### src/rtl/fetch_seq.sv
// Instruction-fetch sequencer: owns the fetch PC, issues word reads, tracks
// in-flight reads, buffers returned instructions for decode, squashes on redirect.

`ifndef PHYS_ADDR_WIDTH
`define PHYS_ADDR_WIDTH 32
`endif

package stage;
  typedef struct packed {
    logic                          valid;
    logic [`PHYS_ADDR_WIDTH-1:2]   addr;
    logic [31:0]                   insn;
  } InsnBundle;
endpackage

// state | meaning
// IDLE  | no request on the bus; waits for run and credit
// REQ   | mem_req_valid high, mem_req_addr held until accepted
module fetch_seq #(
  parameter int                    ADDR_WIDTH = `PHYS_ADDR_WIDTH,
  parameter logic [ADDR_WIDTH-1:0] RESET_ADDR = '0,
  parameter int                    DEPTH      = 4
) (
  input  logic                  clk,
  input  logic                  rst_n,
  input  logic                  run,
  input  logic                  redirect_valid,
  input  logic [ADDR_WIDTH-1:2] redirect_addr,
  output logic                  mem_req_valid,
  input  logic                  mem_req_ready,
  output logic [ADDR_WIDTH-1:2] mem_req_addr,
  input  logic                  mem_rsp_valid,
  input  logic [31:0]           mem_rsp_insn,
  output stage::InsnBundle      out_bundle,
  input  logic                  out_ready
);

  localparam int AW = ADDR_WIDTH - 2;
  localparam int PW = $clog2(DEPTH);
  localparam int CW = PW + 1;
  localparam logic [CW:0] DEPTH_L = (CW+1)'(DEPTH);

  typedef enum logic {IDLE, REQ} state_t;

  state_t                state;
  logic [ADDR_WIDTH-1:2] pc;
  logic [CW-1:0]         inflight, kill, fifo_cnt;
  logic                  stale;
  logic [PW-1:0]         wr_ptr, rd_ptr, aq_wr, aq_rd;

  logic [ADDR_WIDTH-1:2] aq_mem    [DEPTH];
  logic [ADDR_WIDTH-1:2] fifo_addr [DEPTH];
  logic [31:0]           fifo_insn [DEPTH];

  logic                  acc, rsp_live, push, pop, ok, ok_nxt;
  logic [CW-1:0]         inflight_nxt, kill_nxt, fifo_cnt_nxt;
  logic [ADDR_WIDTH-1:2] pc_after;

  always_comb begin
    acc          = mem_req_valid && mem_req_ready;
    rsp_live     = mem_rsp_valid && (inflight != '0);
    push         = rsp_live && (kill == '0) && !redirect_valid;
    pop          = (fifo_cnt != '0) && out_ready;
    inflight_nxt = inflight + CW'(acc) - CW'(rsp_live);
    fifo_cnt_nxt = redirect_valid ? '0 : fifo_cnt + CW'(push) - CW'(pop);
    ok           = ({1'b0, inflight} + {1'b0, fifo_cnt}) < DEPTH_L;
    ok_nxt       = ({1'b0, inflight_nxt} + {1'b0, fifo_cnt_nxt}) < DEPTH_L;
    // A stale (pre-redirect) request does not advance the pc when it goes out.
    if (redirect_valid) pc_after = redirect_addr;
    else if (stale)     pc_after = pc;
    else                pc_after = pc + AW'(1);
  end

  always_comb begin
    kill_nxt = kill;
    if (redirect_valid) begin
      kill_nxt = inflight_nxt;
    end else begin
      if (rsp_live && (kill != '0)) kill_nxt = kill_nxt - CW'(1);
      if (acc && stale)             kill_nxt = kill_nxt + CW'(1);
    end
  end

  always_ff @(posedge clk or negedge rst_n) begin
    if (!rst_n) begin
      state         <= IDLE;
      pc            <= RESET_ADDR[ADDR_WIDTH-1:2];
      mem_req_valid <= 1'b0;
      mem_req_addr  <= '0;
      inflight      <= '0;
      kill          <= '0;
      stale         <= 1'b0;
      fifo_cnt      <= '0;
      wr_ptr        <= '0;
      rd_ptr        <= '0;
      aq_wr         <= '0;
      aq_rd         <= '0;
    end else begin
      inflight <= inflight_nxt;
      kill     <= kill_nxt;
      fifo_cnt <= fifo_cnt_nxt;
      if (redirect_valid) begin
        wr_ptr <= '0;
        rd_ptr <= '0;
      end else begin
        if (push) wr_ptr <= wr_ptr + PW'(1);
        if (pop)  rd_ptr <= rd_ptr + PW'(1);
      end
      if (acc)      aq_wr <= aq_wr + PW'(1);
      if (rsp_live) aq_rd <= aq_rd + PW'(1);

      case (state)
        IDLE: begin
          if (redirect_valid) begin
            pc <= redirect_addr;
          end else if (run && ok) begin
            state         <= REQ;
            mem_req_valid <= 1'b1;
            mem_req_addr  <= pc;
          end
        end
        REQ: begin
          if (acc) begin
            pc           <= pc_after;
            mem_req_addr <= pc_after;
            stale        <= 1'b0;
            if (!(run && ok_nxt)) begin
              state         <= IDLE;
              mem_req_valid <= 1'b0;
            end
          end else if (redirect_valid) begin
            pc    <= redirect_addr;
            stale <= 1'b1;
          end
        end
        default: state <= IDLE;
      endcase
    end
  end

  always_ff @(posedge clk) begin
    if (acc)  aq_mem[aq_wr] <= mem_req_addr;
    if (push) begin
      fifo_addr[wr_ptr] <= aq_mem[aq_rd];
      fifo_insn[wr_ptr] <= mem_rsp_insn;
    end
  end

  always_comb begin
    out_bundle = '0;
    if (fifo_cnt != '0) begin
      out_bundle.valid = 1'b1;
      out_bundle.addr  = fifo_addr[rd_ptr];
      out_bundle.insn  = fifo_insn[rd_ptr];
    end
  end

endmodule

### config.mk
export PLATFORM = sky130hd
export DESIGN_NAME = fetch_seq
export DESIGN_NICKNAME = d
export VERILOG_FILES = /design/src/rtl/fetch_seq.sv
export SDC_FILE = /design/constraint.sdc
export NUM_CORES = 1
export LEC_CHECK = 0
export BUFFER_PORTS_ARGS = -buffer_cell sky130_fd_sc_hd__buf_2
export CAP_MARGIN = 15
export CORE_MARGIN = 2
export CORE_UTILIZATION = 34
export CTS_CLUSTER_SIZE = 24
export DETAILED_ROUTE_END_ITERATION = 8
export PLACE_DENSITY = 0.57
export SETUP_SLACK_MARGIN = 0.4
export SYNTH_ARGS = -nofsm -noshare
export SYNTH_HDL_FRONTEND = slang
export SYNTH_SLANG_ARGS = --single-unit
export TNS_END_PERCENT = 10
### constraint.sdc
create_clock -name clk -period 6.9 [get_ports clk]
set_input_delay 0.345 -clock clk [delete_from_list [all_inputs] [get_ports clk]]
set_output_delay 0.345 -clock clk [all_outputs]
set_load 0.02 [all_outputs]
Word level (Yosys, flattened, before mapping)
Memory sizes are Yosys's and may differ from the RTL's.
Cells that the tools add are included.
{"block": "classes", "n_eq_ne": 4, "n_mux": 35, "addsub": 13, "reduce_logical": 20, "n_bitwise": 1, "magnitude_cmp": 2}
{"cell": "$mux 30", "n": 7}
{"cell": "$pmux 30 s2", "n": 2}
{"cell": "$mux 63", "n": 1}
{"cell": "$add 30x1->30 const B", "n": 1}
{"cell": "$mux 3", "n": 5}
{"cell": "$mux 1", "n": 14}
{"cell": "$logic_and 1x1->1", "n": 9}
{"cell": "$reduce_bool 3->1", "n": 3}
{"cell": "$add 2x1->2 const B", "n": 4}
{"cell": "$add 3x3->4", "n": 2}
{"cell": "$lt 4x3->1 const B", "n": 2}
{"cell": "$mux 2", "n": 4}
{"cell": "$add 3x1->3", "n": 2}
{"cell": "$ne 2x2->1 const B", "n": 3}
{"cell": "$reduce_bool 2->1", "n": 3}
{"cell": "$sub 3x1->3", "n": 2}
{"cell": "$pmux 1 s2", "n": 2}
{"cell": "$reduce_and 4->1", "n": 1}
{"cell": "$add 3x1->3 const B", "n": 1}
{"cell": "$logic_not 3->1", "n": 1}
{"cell": "$reduce_and 3->1", "n": 1}
{"cell": "$sub 3x1->3 const B", "n": 1}
{"cell": "$ne 2x1->1 const B", "n": 1}
{"cell": "$reduce_and 2->1", "n": 1}
{"cell": "2 further kinds", "n": 2}
{"block": "word_totals", "word_cells": 90, "mem_bits_rw": 368, "regBits": 80, "mem_count": 3}
{"memory": "fifo_insn", "words": 4, "word_bits": 32, "rd": 1, "rd_ports_with_merged_regs": 0, "write_ports": 1, "line_no": "53", "text": "logic [31:0] fifo_insn [DEPTH];"}
{"memory": "aq_mem", "words": 4, "word_bits": 30, "rd": 1, "rd_ports_with_merged_regs": 0, "write_ports": 1, "line_no": "51", "text": "logic [ADDR_WIDTH-1:2] aq_mem [DEPTH];"}
{"memory": "fifo_addr", "words": 4, "word_bits": 30, "rd": 1, "rd_ports_with_merged_regs": 0, "write_ports": 1, "line_no": "52", "text": "logic [ADDR_WIDTH-1:2] fifo_addr [DEPTH];"}

Longest topological paths before layout
{"block": "logic_depth", "depth_word": 13, "mapped_depth": 19}

Worst setup path after synthesis
Ideal clock, no wire load.
{"block": "synth_timing", "path_kind": "flip-flop to flip-flop", "from": "register inflight[2]", "to": "register mem_req_valid", "setup_ps": 65, "period_less_slack_ps": 3829, "path_slack_ps": 3071, "t_required_ps": 6835, "t_arrival_ps": 3764, "path_stages_with_launch": 20, "path_cell_list": "dfrtp_1 -> o31ai_1 -> inv_1 -> and3_1 -> clkbuf_1 -> and2_1 -> inv_1 -> ha_1 -> inv_1 -> ha_1 -> inv_1 -> fa_1 -> xnor2_1 -> nor2_1 -> ha_1 -> or4b_2 -> a31oi_1 -> o31ai_1 -> nand3_1 -> a21o_1"}
{"block": "synth_between", "elab_chain_cells": 12, "elab_cells_between_ends": 18}
{"element": "from (decl)", "line_no": "47", "text": "logic [CW-1:0] inflight, kill, fifo_cnt;"}
{"element": "from (signal assigned)", "line_no": "99", "text": "inflight <= inflight_nxt;"}
{"element": "$reduce_bool 3->1", "line_no": "61", "text": "rsp_live = mem_rsp_valid && (inflight != '0);"}
{"element": "$logic_and 1x1->1", "line_no": "61"}
{"element": "via rsp_live", "line_no": "55", "text": "logic acc, rsp_live, push, pop, ok, ok_nxt;"}
{"element": "$logic_and 1x1->1 (2 in series)", "line_no": "62", "text": "push = rsp_live && (kill == '0) && !redirect_valid;"}
{"element": "$add 3x1->3", "line_no": "65", "text": "fifo_cnt_nxt = redirect_valid ? '0 : fifo_cnt + CW'(push) - CW'(pop);"}
{"element": "$sub 3x1->3", "line_no": "65"}
{"element": "$mux 3", "line_no": "65"}
{"element": "via fifo_cnt_nxt[2]", "line_no": "56", "text": "logic [CW-1:0] inflight_nxt, kill_nxt, fifo_cnt_nxt;"}
{"element": "$add 3x3->4", "line_no": "67", "text": "ok_nxt = ({1'b0, inflight_nxt} + {1'b0, fifo_cnt_nxt}) < DEPTH_L;"}
{"element": "$lt 4x3->1", "line_no": "67"}
{"element": "$logic_and 1x1->1", "line_no": "127", "text": "if (!(run && ok_nxt)) begin"}
{"element": "$ne 2x2->1 (no line)"}
{"element": "$reduce_and 4->1 (no line)"}
{"element": "to (signal assigned)", "line_no": "88", "text": "mem_req_valid <= 1'b0;"}
{"element": "to (signal assigned)", "line_no": "118", "text": "mem_req_valid <= 1'b1;"}
{"element": "to (signal assigned)", "line_no": "129", "text": "mem_req_valid <= 1'b0;"}
{"element": "to (decl)", "line_no": "29", "text": "output logic mem_req_valid,"}
The timed path passes the listed nets, and every way through them passes these cells.
A chain may end at the register's enable or synchronous reset.

Worst setup path in the final report
Ends and elaborated chain as after synthesis.

==> results.md <==
- CP endpoint kind: flip-flop
- Placer Congestion: 0.8348
- Vias: approximately 10000
- FILL cells: about 5000
- Starting DRT DRC Count: 711
- Die ar.: 0.05720 mm2
- Netlist cell types: 66
- Max Fanout on Critical Path: 7
- Initial core utilization: 0.3426
- CP startpoint: inflight[2]$_DFF_PN0_
- Worst slew margin: 0.2824
- Number of H-tree levels: 2
- Synth Area in Simple Gates: 0.08225
- Area of the multi-input gates: ~0.0054 mm2
- Synth Net Count: 1205
- Register-to-Register Path Depth: 18
- Worst Max-Slew Pin Slew: 1.076 ns
- Reg-to-reg startpoint: inflight[2]$_DFF_PN0_
- Dpl ws: 2.751 ns
- Vias per std cell: 5.100
- Fmax: ~240 MHz
- Core footprint: 0.05488 mm2
- Yosys top cell by area: edfxtp_1
- WHS: 0.06541 ns
- Multiplexer share of the synthesized area: 0.1369
- WP data required: around 7.4 ns
- Register area: 0.01306 mm2
- Tmin final: 4.169 ns
- TNS Setup: 0 ns
- PwrDens: 398.5 mW/mm2
- Reg-to-Reg End: mem_req_valid$_DFFE_PN0P_
- Slowest cell on crit path: or4b_2
- Synth Area in Adders: 0.01544
- Chip width: 239.2 um
- Final Slew Violations: 0
- Clk pin slew, worst setup/hold paths: 0.06 ns
- Post-Synth XOR/XNOR Area: 0.009782
- Dominant synthesized flop cell: edfxtp_1
- Area after DPL: 0.02033 mm2
- # setup viols final: 0
- Grt ovf: 0
- CP dominant cell by count: inv_1
- I/O Pins: 163
- Max incr delay on CP: ~0.6 ns
- Max-cap viol count: 0
- Final net count: 1400
- Initial antenna violation count: 0
- CTS tree: built
- CTS root buffer: clkbuf_16
- Layout area overhead: 18.39%
- Top cells by area, synth: edfxtp_1, mux4_2, dfrtp_1
- Num CTS Buffers: 49
- WP data arrival: ~4.7 ns
- Hpwl dp: 25890 um
- DRC violations left: 0
- Die Ht: roughly 240 um
- Setup ws final: 2.731 ns
- Cts repair resizes: 0
- Routed WL per cell: 20.95 um
- Mean area per synthesized cell: 16.88 um2
- Total track usage: 0.1519
- Placed Cells: 1925
- Status: finished clean
- # rows: 86
- # clock sinks: about 450
- Synth Instances: 1114
- Number of inserted diodes: 0
- Worst min-delay path class: in -> reg
- Most common cell after layout, fill and taps aside: edfxtp_1
- Number of flops mapped to enable cells by yosys: 368
- Non-Filler Instances: 2050
- Worst skew pair latency: 0.58 ns
- Leading cell types in the layout, fill and taps excluded: edfxtp_1, buf_2, mux4_2, dfrtp_1, and2_1
- Core Util, Final: 0.4056
- Leakage: 7.887 nW
- Final Hold Viols: 0
- Post-route ant nets: 0
- Main combinational cell family by area after synthesis: multiplexers
- Worst-path cell chain: o31ai_1 > inv_1 > and3_1 > and2_1 > inv_1 > ha_1 > inv_1 > ha_1 > inv_1 > fa_1 > xnor2_1 > nor2_1 > ha_1 > or4b_2 > a31oi_1 > o31ai_1 > nand3_1 > a21o_1
- Layout Skew: between 0.015 and 0.02 ns
- PortBufs: 162
- Sequential fraction of the synthesis area: 0.6942
- DRT Pass-1 Iters: 5
- Netlist Area Pre-Place: 0.01880 mm2
- Total power: 8.871 mW
- Setup Crit Path Kind: reg -> reg
- Layout cells sized above 1: 0.2756
- Synth top area share: 0.5877
- CTS Buffer Depth: 3
- Largest net degree at the start of global routing: 65
- Vias in the first global route: 10690
- Worst IR Drop VDD: 0.1898 mV
- Fraction of the mapped netlist area in compound gates: 0.04072
- RSZ-0062 raised after global routing: false
- Startpoint type of the worst setup path: flip-flop
- Syn. warnings: 0
- CP Capture Point: mem_req_valid$_DFFE_PN0P_
- First-pass GRT wire length: 65490 um
- Drt total wl: around 43000 um
- Final instance area: 0.02226 mm2
- Asr flop ratio synth: 0.1786
- Tcrit/Tclk final: 0.6042
- Yosys reg bits: about 450
- Register-to-Register Setup Slack: 2.73 ns
## flip-flops by register name, summed over array words and instances, names as in the netlist
register,cells
aq_rd,2
aq_wr,2
stale,1
fifo_addr,120
rd_ptr,2
aq_mem,120
fifo_insn,128
pc,30
kill,3
fifo_cnt,3
mem_req_addr,30
wr_ptr,2
inflight,3
mem_req_valid,1
state,1
## routing by layer
metal / GRT usage / share of wire
met4: 0.04678 / 0.020
met1: 0.2048 / 0.45
met3: 0.02656 / 0.048
met2: 0.2512 / 0.48
met5: 0 / 0
## cell usage after synthesis, drive strengths merged (3+ instances only)
cell	instances
inv	19
a31oi	9
edfxtp	368
a21o	3
mux2i	40
o21ai	30
o22ai	7
nor2b	3
and2	69
nand2b	7
nand3	17
dfrtp	80
o311a	3
buf	30
a2bb2oi	3
o21a	3
o31ai	6
nor4	9
a21oi	33
clkbuf	44
nor3	16
or3	4
and4	7
nand4	16
and3	25
mux4	92
nand2	40
xnor2	15
mux2	9
nor3b	4
nor2	47
xor2	6
ha	20
## power breakdown
group / switching (mW) / internal [mW]
clock network: 1.03 / 1.50
logic: 1.46 / 1.02
registers: 0.403 / 3.46
## layout make-up
| cell class | count | area share |
|---|---|---|
| tap | 704 | 0.03957 |
| clock inverter | 24 | 0.01040 |
| timing repair buffer | 218 | 0.05958 |
| sequential | 448 | 0.5867 |
| inverter | 19 | 0.003204 |
| clock buffer | 64 | 0.05947 |
| multi-input combinational | 573 | 0.2411 |
## how the worst min path moves through the flow
stage | endpoint | startpoint | cells past startpoint | slack (ns)
after floorplan | aq_rd[0]$_DFFE_PN0P_ | rst_n | 0 | 0.05
after global placement | pc[16]$_DFF_PN0_ | rst_n | 1 | 0.23
after detailed placement | mem_req_addr[16]$_DFFE_PN0P_ | rst_n | 1 | 0.23
after CTS | pc[27]$_DFF_PN0_ | redirect_addr[27] | 3 | 0.02
after global routing | pc[27]$_DFF_PN0_ | redirect_addr[27] | 3 | 0.06
final | pc[11]$_DFF_PN0_ | redirect_addr[11] | 3 | 0.07
## critical path: cells and delay by family, from the launching register on
family,cells,cell delay (ns)
AO/OA/AOI/OAI,4,0.90
XOR/XNOR,1,0.18
adder cells (fa/ha/maj),4,1.00
buffers and inverters,4,0.34
flip-flops,1,0.40
AND/OR/NAND/NOR,5,1.28
## cell families (layout without fill, tap and decap cells)
kind of cell	count (synthesis)	in the layout
DFF	448	448
and+or+nand+nor	271	271
muxes	141	141
AOI/OAI and AO/OA	118	118
buffers and inverters	93	325
adders and majority gates	22	22
xor gates and xnor gates	21	21
## what timing repair did
action | in CTS | in global routing
endpoints found under the hold margin | 148 | 0
hold buffers | 37 | 0
buffers inserted | 0 | 0
No activity file was read; power rests on OpenSTA's default activity.
